--- src/rtl/hex_display_pkg.sv ---
// Shared types and glyph table for the multiplexed hex display.
package hex_display_pkg;

  typedef logic [3:0] nibble_t;
  typedef logic [6:0] seg_t;

  // All segments off (active-low).
  localparam seg_t SEG_BLANK = 7'h7F;

  // Active-low {g,f,e,d,c,b,a} glyphs, entry 0 is the rightmost element.
  localparam logic [15:0][6:0] SEG_TABLE = {
    7'h0E, 7'h06, 7'h21, 7'h46,  // F E D C
    7'h03, 7'h08, 7'h10, 7'h00,  // B A 9 8
    7'h78, 7'h02, 7'h12, 7'h19,  // 7 6 5 4
    7'h30, 7'h24, 7'h79, 7'h40   // 3 2 1 0
  };

endpackage

--- src/rtl/hex_seg_decode.sv ---
// Combinational nibble-to-segment decoder with a blank override.
module hex_seg_decode
  import hex_display_pkg::*;
(
  input  nibble_t nibble_i,
  input  logic    blank_i,
  output seg_t    seg_o
);

  // Blank wins over the glyph lookup.
  always_comb begin
    seg_o = SEG_TABLE[nibble_i];
    if (blank_i) begin
      seg_o = SEG_BLANK;
    end
  end

endmodule

--- src/rtl/hex_display_scan.sv ---
// Time-multiplexed hex display scanner with a tear-free load handshake
// and optional leading-zero blanking.
// Optional digit blinking is compiled in with HEX_SCAN_BLINK_EN.
module hex_display_scan
  import hex_display_pkg::*;
#(
  parameter int unsigned NUM_DIGITS   = 8,
  parameter int unsigned SCAN_DIV     = 1000
`ifdef HEX_SCAN_BLINK_EN
  ,
  parameter int unsigned BLINK_FRAMES = 64
`endif
) (
  input  logic                    clk,
  input  logic                    reset,
  input  logic                    ld_valid,
  input  logic [4*NUM_DIGITS-1:0] ld_value,
  output logic                    ld_ready,
  input  logic                    lz_blank,
`ifdef HEX_SCAN_BLINK_EN
  input  logic [NUM_DIGITS-1:0]   blink_mask,
`endif
  output logic [6:0]              seg,
  output logic [NUM_DIGITS-1:0]   digit_sel,
  output logic                    frame_start
);

  localparam int unsigned PcntW = $clog2(SCAN_DIV);
  localparam int unsigned IdxW  = (NUM_DIGITS > 1) ? $clog2(NUM_DIGITS) : 1;

  logic [PcntW-1:0]        pcnt_q, pcnt_d;
  logic [IdxW-1:0]         idx_q, idx_d;
  logic [4*NUM_DIGITS-1:0] shadow_q, shadow_d;
  logic [4*NUM_DIGITS-1:0] pend_buf_q, pend_buf_d;
  logic                    pending_q, pending_d;
  seg_t                    seg_q;
  logic [NUM_DIGITS-1:0]   sel_q, sel_d;
  logic                    fs_q;

  logic    tick, boundary, accept;
  nibble_t cur_nib;
  logic    cur_blank, blink_off;
  logic [IdxW-1:0] msnz;
  seg_t    seg_dec;

  assign ld_ready = ~pending_q;
  assign accept   = ld_valid & ~pending_q;

  // Prescaler and digit index advance; boundary marks the end of a frame.
  always_comb begin
    tick     = (pcnt_q == PcntW'(SCAN_DIV - 1));
    boundary = tick && (idx_q == IdxW'(NUM_DIGITS - 1));
    pcnt_d   = tick ? '0 : pcnt_q + PcntW'(1);
    idx_d    = idx_q;
    if (tick) begin
      idx_d = boundary ? '0 : idx_q + IdxW'(1);
    end
  end

  // Load handshake: one pending slot, committed to the shadow only at a boundary.
  always_comb begin
    pending_d  = pending_q;
    pend_buf_d = pend_buf_q;
    shadow_d   = shadow_q;
    if (boundary && pending_q) begin
      shadow_d  = pend_buf_q;
      pending_d = 1'b0;
    end else if (accept) begin
      pend_buf_d = ld_value;
      pending_d  = 1'b1;
    end
  end

`ifdef HEX_SCAN_BLINK_EN
  localparam int unsigned BfW = (BLINK_FRAMES > 1) ? $clog2(BLINK_FRAMES) : 1;

  logic [BfW-1:0] fcnt_q;
  logic           phase_on_q;
  logic           cur_mask;

  // Count boundaries and flip the blink phase every BLINK_FRAMES of them.
  always_ff @(posedge clk or posedge reset) begin
    if (reset) begin
      fcnt_q     <= '0;
      phase_on_q <= 1'b1;
    end else if (boundary) begin
      if (fcnt_q == BfW'(BLINK_FRAMES - 1)) begin
        fcnt_q     <= '0;
        phase_on_q <= ~phase_on_q;
      end else begin
        fcnt_q <= fcnt_q + BfW'(1);
      end
    end
  end

  // Blink mask bit of the digit currently being scanned.
  always_comb begin
    cur_mask = 1'b0;
    for (int k = 0; k < int'(NUM_DIGITS); k++) begin
      if (idx_q == IdxW'(k)) begin
        cur_mask = blink_mask[k];
      end
    end
  end

  assign blink_off = cur_mask & ~phase_on_q;
`else
  assign blink_off = 1'b0;
`endif

  // Select the scanned nibble, find the top nonzero digit and form one-hot select.
  always_comb begin
    cur_nib = '0;
    msnz    = '0;
    sel_d   = '0;
    for (int k = 0; k < int'(NUM_DIGITS); k++) begin
      if (idx_q == IdxW'(k)) begin
        cur_nib  = shadow_q[4*k +: 4];
        sel_d[k] = 1'b1;
      end
      if (shadow_q[4*k +: 4] != 4'h0) begin
        msnz = IdxW'(k);
      end
    end
    // Digit 0 can never be above msnz, so it always shows.
    cur_blank = (lz_blank && (idx_q > msnz)) || blink_off;
  end

  hex_seg_decode u_decode (
    .nibble_i (cur_nib),
    .blank_i  (cur_blank),
    .seg_o    (seg_dec)
  );

  // Scan, handshake and shadow state.
  always_ff @(posedge clk or posedge reset) begin
    if (reset) begin
      pcnt_q     <= '0;
      idx_q      <= '0;
      shadow_q   <= '0;
      pend_buf_q <= '0;
      pending_q  <= 1'b0;
    end else begin
      pcnt_q     <= pcnt_d;
      idx_q      <= idx_d;
      shadow_q   <= shadow_d;
      pend_buf_q <= pend_buf_d;
      pending_q  <= pending_d;
    end
  end

  // Registered outputs, one cycle behind the index; frame_start marks digit 0's first cycle.
  always_ff @(posedge clk or posedge reset) begin
    if (reset) begin
      seg_q <= SEG_BLANK;
      sel_q <= '0;
      fs_q  <= 1'b0;
    end else begin
      seg_q <= seg_dec;
      sel_q <= sel_d;
      fs_q  <= (pcnt_q == '0) && (idx_q == '0);
    end
  end

  assign seg         = seg_q;
  assign digit_sel   = sel_q;
  assign frame_start = fs_q;

endmodule

--- config.mk ---
export PLATFORM = sky130hd
export DESIGN_NAME = hex_display_scan
export DESIGN_NICKNAME = d
export VERILOG_FILES = /design/src/rtl/hex_display_pkg.sv /design/src/rtl/hex_seg_decode.sv /design/src/rtl/hex_display_scan.sv
export SDC_FILE = /design/constraint.sdc
export NUM_CORES = 1
export LEC_CHECK = 0
export ABC_CLOCK_PERIOD_IN_PS = 5500
export CAP_MARGIN = 20
export CELL_PAD_IN_SITES_DETAIL_PLACEMENT = 1
export CELL_PAD_IN_SITES_GLOBAL_PLACEMENT = 1
export CORE_MARGIN = 3
export CORE_UTILIZATION = 45
export CTS_CLUSTER_SIZE = 30
export DETAILED_ROUTE_END_ITERATION = 6
export MAX_ROUTING_LAYER = met4
export PLACE_DENSITY = 0.87
export RECOVER_POWER = 25
export SYNTH_ARGS = -nofsm -noshare
export SYNTH_HDL_FRONTEND = slang
export SYNTH_SLANG_ARGS = --single-unit
--- constraint.sdc ---
create_clock -name clk -period 5.5 [get_ports clk]
set_clock_uncertainty 0.05 [all_clocks]
set_input_delay 1.375 -clock clk [delete_from_list [all_inputs] [get_ports clk]]
set_output_delay 1.375 -clock clk [all_outputs]
set_load 0.1 [all_outputs]
==> flow_metrics.env <==
export IMPL_dp_hpwl_um=7000
export IMPL_final_period_minus_worst_setup_slack_ns=3.45
export IMPL_number_of_global_route_vias_before_repair=3207
export IMPL_starting_density_pct=46.9
export IMPL_placed_cell_area_um2=5000
export IMPL_via_per_inst=5.40
export IMPL_drv_cap=0
export IMPL_peakVddDrop_uv=143
export IMPL_finalHoldViolations=0
export IMPL_totalNegativeSetupSlack_ns=0
export IMPL_std_cell_rows=35
export IMPL_post_synth_edffs=0
export IMPL_ys_warnings_count=0
export IMPL_critical_path_reg2reg_endpoint="seg[3]$_DFF_PP1_"
export IMPL_global_route_overflow_total=0
export IMPL_post_route_worst_setup_slack_ns=2.05
export IMPL_clkTransAtPathRegs_ns=0.09
export IMPL_gpl_final_weighted_congestion=0.848
export IMPL_crit_path_max_fanout=1
export IMPL_place_port_buffers=52
export IMPL_drt_pass1_iter_count=4
export IMPL_yosys_area_top_type="sky130_fd_sc_hd__dfrtp_1"
export IMPL_fin_nets=467
export IMPL_routed_via_count=2952
export IMPL_die_w_um=105
export IMPL_critical_path_buf_inv_count=1
export IMPL_grt_setup_unrepaired="false"
export IMPL_initial_antenna_violation_count=0
export IMPL_timing_worst_slew_pin_value_ns=1.02
export IMPL_slew_headroom_pct=31.3
export IMPL_core_area_um2=9330
export IMPL_post_synth_top_count_cell="sky130_fd_sc_hd__dfrtp_1"
export IMPL_totalPowerFinal_mw=1.26
export IMPL_reg2reg_slack_ns=2.18
export IMPL_synth_area_per_cell_um2=12.1
export IMPL_yosys_cell_types_count=52
export IMPL_worstHoldPathCells=1
export IMPL_worstSetupStartpointType="flip-flop"
export IMPL_dieHeight_um=105
export IMPL_cts_repair_timing_setup_buffer_count=0
export IMPL_io_pins=53
export IMPL_postSynthNetCount=416
export IMPL_crit_path_end_kind="output pin"
export IMPL_min_to="pend_buf_q[9]$_DFFE_PP0P_"
export IMPL_worst_endpoint_arrival_ns=2.02
export IMPL_post_syn_area_um2=4370
export IMPL_r2r_start="idx_q[2]$_DFFE_PP0P_"
export IMPL_ys_ff_latch=94
export IMPL_worstSetupPathDepth=1
export IMPL_die_area_um2=10900
export IMPL_clock_root_buffer="sky130_fd_sc_hd__clkbuf_8"
export IMPL_fmax_mhz=290
export IMPL_dp_cells=530
export IMPL_timing_critical_path_max_delay_family="buffers and inverters"
export IMPL_clk_latency_worst_skew_pair_ns=0.36
export IMPL_finalMaxSlewViolations=0
export IMPL_finish_utilization_pct=55.9
export IMPL_syn_instance_count=362
export IMPL_antenna_diode_count=0
export IMPL_post_route_drc_count=0
export IMPL_synth_simple_area_share_pct=10.1
export IMPL_outcome="finished clean"
export IMPL_area_growth_syn_to_layout_pct=19.3
export IMPL_tritoncts_num_buffers=9
export IMPL_leakage_power_figure_nw=2.35
export IMPL_timing_hold_ws_ns=0.444
export IMPL_rr_worst_depth=11
export IMPL_wire_per_inst_um=17.7
export IMPL_largest_family_of_logic_cells_by_synthesized_area="multiplexers"
export IMPL_cts_hold_buf=0
export IMPL_post_route_period_util_pct=62.6
export IMPL_synth_cells_most_frequent="sky130_fd_sc_hd__dfrtp_1, sky130_fd_sc_hd__mux2_1, sky130_fd_sc_hd__nand2_1"
export IMPL_worstPathCellList="clkdlybuf4s50_1"
export IMPL_drive_gt1_share_pct=13.9
export IMPL_pre_cts_ws_ns=2.21
export IMPL_grt_start_max_net_pins=60
export IMPL_final_design_area_no_fill_um2=5210
export IMPL_cts_buffer_depth=2
export IMPL_initialDrtViolationCount=138
export IMPL_async_set_reset_flop_share_out_of_synthesis_pct=100
export IMPL_tritoncts="yes"
export IMPL_post_synth_top_area_fraction_pct=49.8
export IMPL_synth_compound_area_share_pct=9.90
export IMPL_wire_length_of_the_first_global_routing_pass_um=16400
export IMPL_critPathMaxStageDelay_ns=1.13
export IMPL_yosys_area_share_xor_xnor_pct=1.00
export IMPL_cts_max_level=3
export IMPL_p_per_area_nw_per_um2=242
export IMPL_critical_path_class="reg2out"
export IMPL_multiplexer_area_fraction_after_synthesis_pct=16.3
export IMPL_wl_um=9670
export IMPL_post_cts_resize_count=0
export IMPL_track_usage_pct=19.3
export IMPL_critPathRequiredTime_ns=4.07
export IMPL_clock_sinks=94
export IMPL_postRouteAntennaNets=0
export IMPL_min_path_type="reg2reg"
export IMPL_timing_hold_worst_start="pend_buf_q[9]$_DFFE_PP0P_"
export IMPL_synthTopCellsByArea="sky130_fd_sc_hd__dfrtp_1, sky130_fd_sc_hd__mux2_1, sky130_fd_sc_hd__mux2_2, sky130_fd_sc_hd__ha_1, sky130_fd_sc_hd__dfstp_2"
export IMPL_synth_sequential_area_ratio_pct=54.0
export IMPL_crit_path_top_delay_cell="sky130_fd_sc_hd__clkdlybuf4s50_1"
export IMPL_fin_cells=547
export IMPL_synthAdderAreaFrac_pct=5.15
export IMPL_finalSetupViolCount=0
export IMPL_dominantRegCellSynth="sky130_fd_sc_hd__dfrtp_1"
[layout make-up]
cell class / count / area, um2
fill: 975 / 4110
sequential: 94 / 2360
multi-input combinational: 233 / 1860
timing repair buffer: 56 / 563
tap: 129 / 161
clock buffer: 10 / 128
inverter: 19 / 72.6
clock inverter: 6 / 68.8
[metal layers]
metal	GRT usage (%)	wire length, um	up-vias
met4	6.55	167	0
met2	31.8	4860	68
met3	3.03	325	15
li1	-	-	1383
met5	-	0	-
met1	24.4	4310	1486
[state kept, by name, summed over array words and instances (netlist names)]
| name | count |
|---|---|
| digit_sel | 8 |
| idx_q | 3 |
| pcnt_q | 10 |
| frame_start | 1 |
| shadow_q | 32 |
| pend_buf_q | 32 |
| seg | 7 |
| pending_q | 1 |
[how the worst max path moves through the flow]
stage / start / endpoint / slack, ns
finish: seg[1]$_DFF_PP1_ / seg[1] / 2.05
global route: idx_q[2]$_DFFE_PP0P_ / seg[3]$_DFF_PP1_ / 1.88
CTS: seg[2]$_DFF_PP1_ / seg[2] / 2.03
detailed placement: idx_q[2]$_DFFE_PP0P_ / seg[3]$_DFF_PP1_ / 2.21
global placement: idx_q[2]$_DFFE_PP0P_ / seg[3]$_DFF_PP1_ / 2.35
floorplan: reset / digit_sel[0]$_DFF_PP0_ / 1.64
[power by group]
| group | switching [mW] | total, mW | internal, mW |
|---|---|---|---|
| registers | 0.0160 | 0.734 | 0.718 |
| logic | 0.0240 | 0.0654 | 0.0414 |
| clock network | 0.247 | 0.460 | 0.214 |
| total | 0.286 | 1.26 | 0.973 |
[cell usage in the layout, fill, tap and decap left out, types with 4 or more instances in the layout]
| cell | n |
|---|---|
| sky130_fd_sc_hd__dfrtp_1 | 87 |
| sky130_fd_sc_hd__clkdlybuf4s50_1 | 51 |
| sky130_fd_sc_hd__mux2_1 | 39 |
| sky130_fd_sc_hd__nand2_1 | 28 |
| sky130_fd_sc_hd__mux2_2 | 22 |
| sky130_fd_sc_hd__inv_1 | 18 |
| sky130_fd_sc_hd__ha_1 | 18 |
| sky130_fd_sc_hd__nor2_1 | 14 |
| sky130_fd_sc_hd__a21oi_1 | 14 |
| sky130_fd_sc_hd__o21ai_1 | 10 |
| sky130_fd_sc_hd__o21ai_0 | 10 |
| sky130_fd_sc_hd__nor2b_1 | 9 |
| sky130_fd_sc_hd__clkbuf_8 | 9 |
| sky130_fd_sc_hd__nand3_1 | 8 |
| sky130_fd_sc_hd__dfstp_2 | 7 |
| sky130_fd_sc_hd__nor4_1 | 6 |
| sky130_fd_sc_hd__o211ai_1 | 4 |
[kinds of logic after synthesis]
group | Yosys count
DFF | 94
and+or+nand+nor | 86
muxes | 63
AOI/OAI and AO/OA | 61
buffers and inverters | 35
adders and majority gates | 18
xor gates and xnor gates | 5
(Power assumes the default switching activity.)
